<file path="src/rtl/stack_ctrl.sv">
// stack_ctrl: sequencing/arbitration controller for a push-down stack.
// Accepts level push/pop requests in IDLE, arbitrates contested requests
// by alternating, and sequences the stack-pointer counter and a 1-cycle
// latency single-port RAM. Owns Full/Empty status and reports rejected
// operations (push on full, pop on empty).
//
// Ports:
//   Clk, ClrN        clock, async active-low clear (shared with SP counter)
//   PushReq, PopReq  level requests, sampled only in IDLE
//   Sp               current stack-pointer counter value
//   CntEn, CntD      counter enable pulse / direction (1 = up)
//   MemWe, MemRe     RAM strobes at address Sp
//   Busy, Done       not-IDLE / one-cycle completion pulse
//   Err, RdValid     qualify Done: rejected op / successful pop data valid
//   Full, Empty      stack status
module stack_ctrl #(
  parameter int BUSWIDTH = 10
) (
  input  logic                Clk,
  input  logic                ClrN,
  input  logic                PushReq,
  input  logic                PopReq,
  input  logic [BUSWIDTH-1:0] Sp,
  output logic                CntEn,
  output logic                CntD,
  output logic                MemWe,
  output logic                MemRe,
  output logic                Busy,
  output logic                Done,
  output logic                Err,
  output logic                RdValid,
  output logic                Full,
  output logic                Empty
);

  typedef enum logic [2:0] {
    S_IDLE, S_WR, S_INC, S_DEC, S_RD, S_DONE
  } state_t;

  state_t r_state;
  logic   r_last_pop;
  logic   r_op_pop;
  logic   r_err;
  logic   r_full;
  logic   w_grant_pop;
  logic   w_empty;

  // Contested requests go to the opposite of the last grant.
  assign w_grant_pop = PopReq && (!PushReq || !r_last_pop);

  // Sp wraps to 0 when the last slot fills, so Full disambiguates.
  assign w_empty = (Sp == '0) && !r_full;

  always_ff @(posedge Clk or negedge ClrN) begin
    if (!ClrN) begin
      r_state    <= S_IDLE;
      r_last_pop <= 1'b1;
      r_op_pop   <= 1'b0;
      r_err      <= 1'b0;
      r_full     <= 1'b0;
    end else begin
      case (r_state)
        S_IDLE: begin
          if (PushReq || PopReq) begin
            r_last_pop <= w_grant_pop;
            r_op_pop   <= w_grant_pop;
            if (w_grant_pop) begin
              r_err   <= w_empty;
              r_state <= w_empty ? S_DONE : S_DEC;
            end else begin
              r_err   <= r_full;
              r_state <= r_full ? S_DONE : S_WR;
            end
          end
        end
        S_WR:  r_state <= S_INC;
        S_INC: begin
          if (&Sp) r_full <= 1'b1;
          r_state <= S_DONE;
        end
        S_DEC: begin
          r_full  <= 1'b0;
          r_state <= S_RD;
        end
        S_RD:    r_state <= S_DONE;
        S_DONE:  r_state <= S_IDLE;
        default: r_state <= S_IDLE;
      endcase
    end
  end

  // Moore decode from registered state/flags only.
  assign CntEn   = (r_state == S_INC) || (r_state == S_DEC);
  assign CntD    = (r_state == S_INC);
  assign MemWe   = (r_state == S_WR);
  assign MemRe   = (r_state == S_RD);
  assign Busy    = (r_state != S_IDLE);
  assign Done    = (r_state == S_DONE);
  assign Err     = (r_state == S_DONE) && r_err;
  assign RdValid = (r_state == S_DONE) && r_op_pop && !r_err;
  assign Full    = r_full;
  assign Empty   = w_empty;

endmodule

</file>
<file path="config.mk">
export PLATFORM = sky130hd
export DESIGN_NAME = stack_ctrl
export DESIGN_NICKNAME = d
export VERILOG_FILES = /design/src/rtl/stack_ctrl.sv
export SDC_FILE = /design/constraint.sdc
export NUM_CORES = 1
export LEC_CHECK = 0
export ABC_CLOCK_PERIOD_IN_PS = 1300
export CAP_MARGIN = 20
export CORE_AREA = 2 2 39 41
export DETAILED_ROUTE_END_ITERATION = 16
export DIE_AREA = 0 0 41 43
export PLACE_DENSITY = 0.76
export SYNTH_ARGS = -nofsm -noshare
export SYNTH_HDL_FRONTEND = slang
export SYNTH_SLANG_ARGS = --single-unit
</file>
<file path="constraint.sdc">
create_clock -name Clk -period 1.3 [get_ports Clk]
set_input_delay 0.13 -clock Clk [delete_from_list [all_inputs] [get_ports Clk]]
set_output_delay 0.13 -clock Clk [all_outputs]
set_load 0.05 [all_outputs]
</file>
==> impl_results.md <==
* Yosys reg bits at 7
* Count of input and output buffers at 23
* Clock H-tree levels at 1
* Global-route wire length before repair at 2090 µm
* Fin. Hold Viols at 0
* WP data required at ~1200 ps
* CTS Hold Buffers Added at 0
* Fillers at between 90 and 100
* Post-DP HPWL at approximately 1000 µm
* Fraction of layout cells with a size suffix above 1 at about half
* Worst Reg2Reg Path Length in Cells at 4
* Syn-to-layout area delta at 112%
* Reg2Reg Launch Point: r_state[2]$_DFFE_PN0P_
* Most frequent cell after synthesis: dfrtp_1
* Critical-path cell list: and3b_2 > and3b_2 > buf_12
* Power share of the clock group at roughly a tenth
* Critical path's slowest cell: dfrtp_2
* First DRT Iteration DRCs at 11
* Gate power share at approximately 69%
* Final WS setup at -144 ps
* Clock Tree Buf Depth at 2
* Max-slew headroom at approximately four fifths
* Sequential share of power at between 20% and 30%
* Reg-to-reg critical path endpoint: Full$_DFFE_PN0P_
* Maxcap violations at 0
* Clk slew on worst S/H paths at ~60 ps
* N_diodes at 0
* Nets at 100
* Crit share post-route at 111%
* Synth Cell Area at approximately 440 µm²
* Core Box Area at about 1400 µm²
* Reg2reg setup slack at 30 ps
* GRT Total Usage at between 15 and 20%
* PD cells at 2070 nW/µm²
* Crit start category: flip-flop
* Largest net degree at the start of global routing at 8
* Mean Syn Cell Area at 9.04 µm²
* CTS tree: built
* Placed Instances at 90
* Via-per-instance ratio at roughly 5.1
* Synth area leaders: dfrtp_1, dfstp_2, nor4_2, nand2_1, nor2_1
* Slowest stage delay, CP at roughly 460 ps
* Failing checks: setup timing
* Status: finished with violations
* Max VDD drop at about 1200 µV
* Total Power at a little under 0.002 W
* Root buf cell: clkbuf_4
* Via count at just over 500
* Clk_skew at around 15 ps
* Crit path buf inv count at 1
* Detailed Route WL at between 1000 and 1500 µm
* Synthesized instance count at between 40 and 50
* Fmax at approximately 690 MHz
* Sw Pwr at approximately 0.00088 W
* Netlist cell types at 26
* Placer congestion estimate at around 0.77
* Total grt overflow at 0
* Mapped Nets at between 60 and 70
* Largest fanout on the critical path at 6
* Commonest cells in the netlist: dfrtp_1, nand2_1, nor2_1
* Int Power at 0.00107 W
* Router iterations before antenna repair at 4
* Final hold slack at approximately 120 ps
* Die height at around 43 µm
* Fin. max-slew vios at 0
* Synth async-reset ratio at 100%
* Switching power share of the total at approximately 45%
* Most used cell, CP: and3b_2
* Clk_lat worst skew at roughly 270 ps
* Dominant cell type by area after synthesis: dfrtp_1
* Number of remaining DRC errors at 0
* Post-synth top area share at between 30% and 40%
* FF+latch area at 180 µm²
* Vias in the first global route at 483
* Routed len/inst at around 14 µm
* Leak at 0.436 nW
* Setup Crit Path Kind: reg -> out
* Rows at 14
* Sequential area share after synthesis at roughly two fifths
* WP data arrival at about 1300 ps
* RSZ-0062 raised after global routing: yes
* Hold Crit Class: in -> async
* Die area at 1760 µm²
* Post-Layout Cell Count at 101
* Cell family with most CP delay: flip-flops
* Slew @ Worst Pin at approximately 320 ps
* Crit. End Element: output port
* Initial antenna violation count at 0
* Post-synth EDFFs at 0
* CTS sink count at 7
* Min Clock Period, post-route at 1440 ps
* Final setup viols at 8
* Yosys Warn Count at 0
* Synth Flop Type: dfrtp_1
* Die Wd at about 41 µm
* Num CTS Buffers at 3
* Initial Util at about 32%
* Final antenna-violating net count at 0
* Multi-input gate area at approximately 280 µm²
* # IOs at 24
[state kept, by name (all words and copies together), names as in the netlist]
signal      cells
Full            1
r_err           1
r_last_pop      1
r_op_pop        1
r_state         3
[cells in the final DEF (no fill, tap or decap), types with 3 or more instances in the layout]
cell / synthesis / layout
a21oi_1: 3 / 3
buf_12: 0 / 9
buf_4: 0 / 11
clkbuf_4: 0 / 3
clkdlybuf4s50_1: 0 / 9
dfrtp_1: 6 / 3
dfrtp_2: 0 / 3
dlymetal6s2s_1: 0 / 3
nand2_1: 5 / 5
nor2_1: 5 / 4
o21ai_1: 2 / 3
[metrics by stage]
step           instance area (µm²)  TNS (ps)  utilization [%]  worst slack, ps
2_1_floorplan                  464      -328                -             -124
3_5_place_dp                   810      -388             58.5             -144
5_1_grt                        941     -1000             68.0             -195
4_1_cts                        881      -673             63.7             -158
6_report                       941      -598             68.0             -144
3_3_place_gp                   810      -328             58.5             -105
[worst register-to-register path, stage by stage, from the launching register on]
cell and delay [ps]:
dfrtp_2 460, nand2b_4 210, nor4_4 320, nor2_1 80, a21oi_1 120
[final cells by class]
type	count	share of cell area, %
timing repair buffer	34	43.6
multi-input combinational	37	30.2
sequential	7	19.1
clock buffer	3	2.39
tap	16	2.13
inverter	3	1.99
clock inverter	1	0.532
[power by group through the flow]
| stage | Combinational (W) | Clock, W | Sequential, W |
|---|---|---|---|
| 4_1_cts | 0.00122 | 0.000214 | 0.000401 |
| 3_5_place_dp | 0.00114 | 0 | 0.000408 |
| 2_1_floorplan | 0.000691 | 0 | 0.000368 |
| 5_1_grt | 0.00143 | 0.000224 | 0.000399 |
| 6_report | 0.00135 | 0.000206 | 0.000391 |
| 3_3_place_gp | 0.00111 | 0 | 0.000401 |
[per-layer routing]
metal  wire length (µm)  GRT usage [%]  vias to the layer above
met2                783           27.5                       11
met4                 12           10.0                        0
met1                560           22.7                      257
met5                  0              0                        -
met3                 36           4.71                        2
li1                   -              -                      248
[worst max path at each step]
stage,endpoint,depth (start not counted),from
CTS,RdValid,3,r_state[2]$_DFFE_PN0P_
detailed placement,r_state[2]$_DFFE_PN0P_,6,Sp[1]
global placement,r_state[2]$_DFFE_PN0P_,6,Sp[1]
floorplan,RdValid,3,r_state[1]$_DFFE_PN0P_
finish,RdValid,3,r_state[2]$_DFFE_PN0P_
global route,RdValid,3,r_state[2]$_DFFE_PN0P_
[logic make-up (layout without fill, tap and decap cells)]
logic type | Yosys count | in the layout | share of synthesized area, %
and+or+nand+nor | 26 | 26 | 38.4
muxes | 1 | 1 | 2.26
AOI/OAI and AO/OA | 10 | 10 | 13.3
DFF | 7 | 7 | 39.8
buffers and inverters | 5 | 41 | 6.21
[what timing repair did]
item	4_1_cts	5_1_grt
buffers inserted	3	4
gates resized for setup	9	8
setup endpoints to repair	9	10
pin swaps	2	5
No activity file was read; power rests on OpenSTA's default activity.
==> RTL edit: new RTL, same settings <==
Re-encode `state_t` (6 states) as Gray code, 3 bits wide.
--- a/src/rtl/stack_ctrl.sv
+++ b/src/rtl/stack_ctrl.sv
@@ -36,3 +36,3 @@
   typedef enum logic [2:0] {
-    S_IDLE, S_WR, S_INC, S_DEC, S_RD, S_DONE
+    S_IDLE = 3'b000, S_WR = 3'b001, S_INC = 3'b011, S_DEC = 3'b010, S_RD = 3'b110, S_DONE = 3'b111
   } state_t;
Function: no difference found for any inputs over 10 cycles, from zero or initial values; not proved beyond that.
==> RTL edit against the original RTL <==
- the flow still finishes with violations (negative setup slack)
- total power rose by 6.3%
- final area rose by 6.5%
- non-clock buffer count rose by 6
- routed wire length barely moved
- sequential cell count did not move
- fmax rose by 3.9%
- area after synthesis rose by 6.2%
- setup slack improved by 55 ps
- critical path type unchanged
- largest power group unchanged
==> RTL edit: results <==
[outcome]
outcome = finished with violations
failed_checks = negative setup slack

[route]
wl_met2_um = 784
wl_met3_um = 89
firstDrtPassIters = 4
wl_per_cell_um = 12.9
top_layer_used = met4
vias = 560
drt-initial-drc-count = 13
wl_met1_um = 480

[place]
dpl.hpwl_mm = 1.09
place_ws_ps = -188
place_area_um2 = 896
place_congestion = 0.799
portBuffers = 23

[global_routing]
grt_max_degree = 8
gr-usage-met2_pct = 33.8
gr-usage-met1_pct = 21.6
grt_first_pass_wirelength_mm = 2.35
antenna_found_initial = 0
grt_usage_pct = 20.1
grt-ovfl-total = 0
grt_util_met3_pct = 3.66

[timing]
tightest_slew_ps = 323
setup_viol = 6
fin_ws_ps = -89.5
finalClockSkew_ps = 3.96
fin_tns_setup_ps = -291

[cts]
cts_htree_levels = 1
cts_buffers = 3
cts_max_path_buffers = 2
cts_root_buf = clkbuf_4
clk_pin_slew_worst_paths_ps = 50

[finish]
antenna_cells = 0
largest_register_ffs = 3
fillers = 106
fin_nets = 107
drive_gt1_share_pct = 58.7

[synth]
synthTopCellsByArea = dfrtp_1 (32%), dfstp_2 (5.6%), nor3_2 (4.3%), a21boi_4 (4.0%), o21ai_0 (3.2%)
seq_area_frac_synth_pct = 37.5
async_flop_share_pct = 100
yosys_warnings = 0
ys_types = 30
synth_commonest_cells = dfrtp_1 (6), nand2_1 (4), inv_1 (3), nor2_1 (3), o21ai_0 (3)
synth_nets = 64

[worst_hold_path]
hold_path_class = in -> async

[worst_setup_path]
worstReg2RegStart = Full$_DFFE_PN0P_
cpMaxStageDelayCell = dfrtp_2
worst-setup-path-type = reg -> out
cp_top_family = flip-flops
cp_max_fo = 4
crit_start = r_state[2]$_DFFE_PN0P_
slowest_delay_ps = 440

[pwr]
irDropWorstVdd_uv = 1020
leakagePower_nw = 0.423
-- RTL edit: through the flow --
stage / cells / hold slack [ps]
final: 108 / 130
after global routing: 108 / 142
after CTS: 107 / 133
after detailed placement: 96 / 409
after global placement: 96 / 412
after floorplan: 50 / -166
-- RTL edit: where the power goes --
group | switching (mW) | total, mW | internal [mW]
Combinational | 0.716 | 1.45 | 0.729
Sequential | 0.0972 | 0.420 | 0.323
Clock | 0.0879 | 0.206 | 0.118
Total | 0.901 | 2.07 | 1.17
-- RTL edit: path summary, 6_finish.rpt --
kind / end / slack, ps / cells after the start
worst min-delay path: r_err$_DFFE_PN0P_ / 130 / 1
min in group Clk: Full$_DFFE_PN0P_ / 450 / 4
worst max register to register: r_state[2]$_DFFE_PN0P_ / 60 / 5
max in group asynchronous: r_last_pop$_DFFE_PN1P_ / 880 / 1
worst min register to register: r_op_pop$_DFFE_PN0P_ / 490 / 2
worst max-delay path: RdValid / -90 / 3
-- RTL edit: repair_timing --
item / 4_1_cts / 5_1_grt
setup endpoints to repair: 8 / 7
setup buffers: 7 / 1
pin swaps: 4 / 1
gates resized for setup: 13 / 0
-- RTL edit: final cells by class --
class	count	area [um^2]	area share, %
multi-input cells	38	324	32.3
clock buffers	4	26.3	2.62
repair buffers	40	439	43.8
flip-flops and latches	7	181	18.1
well taps	16	20.0	2.00
inverters	3	11.3	1.12
-- RTL edit: cell families (layout without fill, tap and decap cells) --
logic type             count (synthesis)  count (layout)  share of synthesized area, %
AO/OA/AOI/OAI                         12              12                          23.4
AND/OR/NAND/NOR                       25              25                          32.4
flip-flops                             7               7                          37.5
multiplexers                           1               1                          2.13
buffers and inverters                  5              47                          4.52
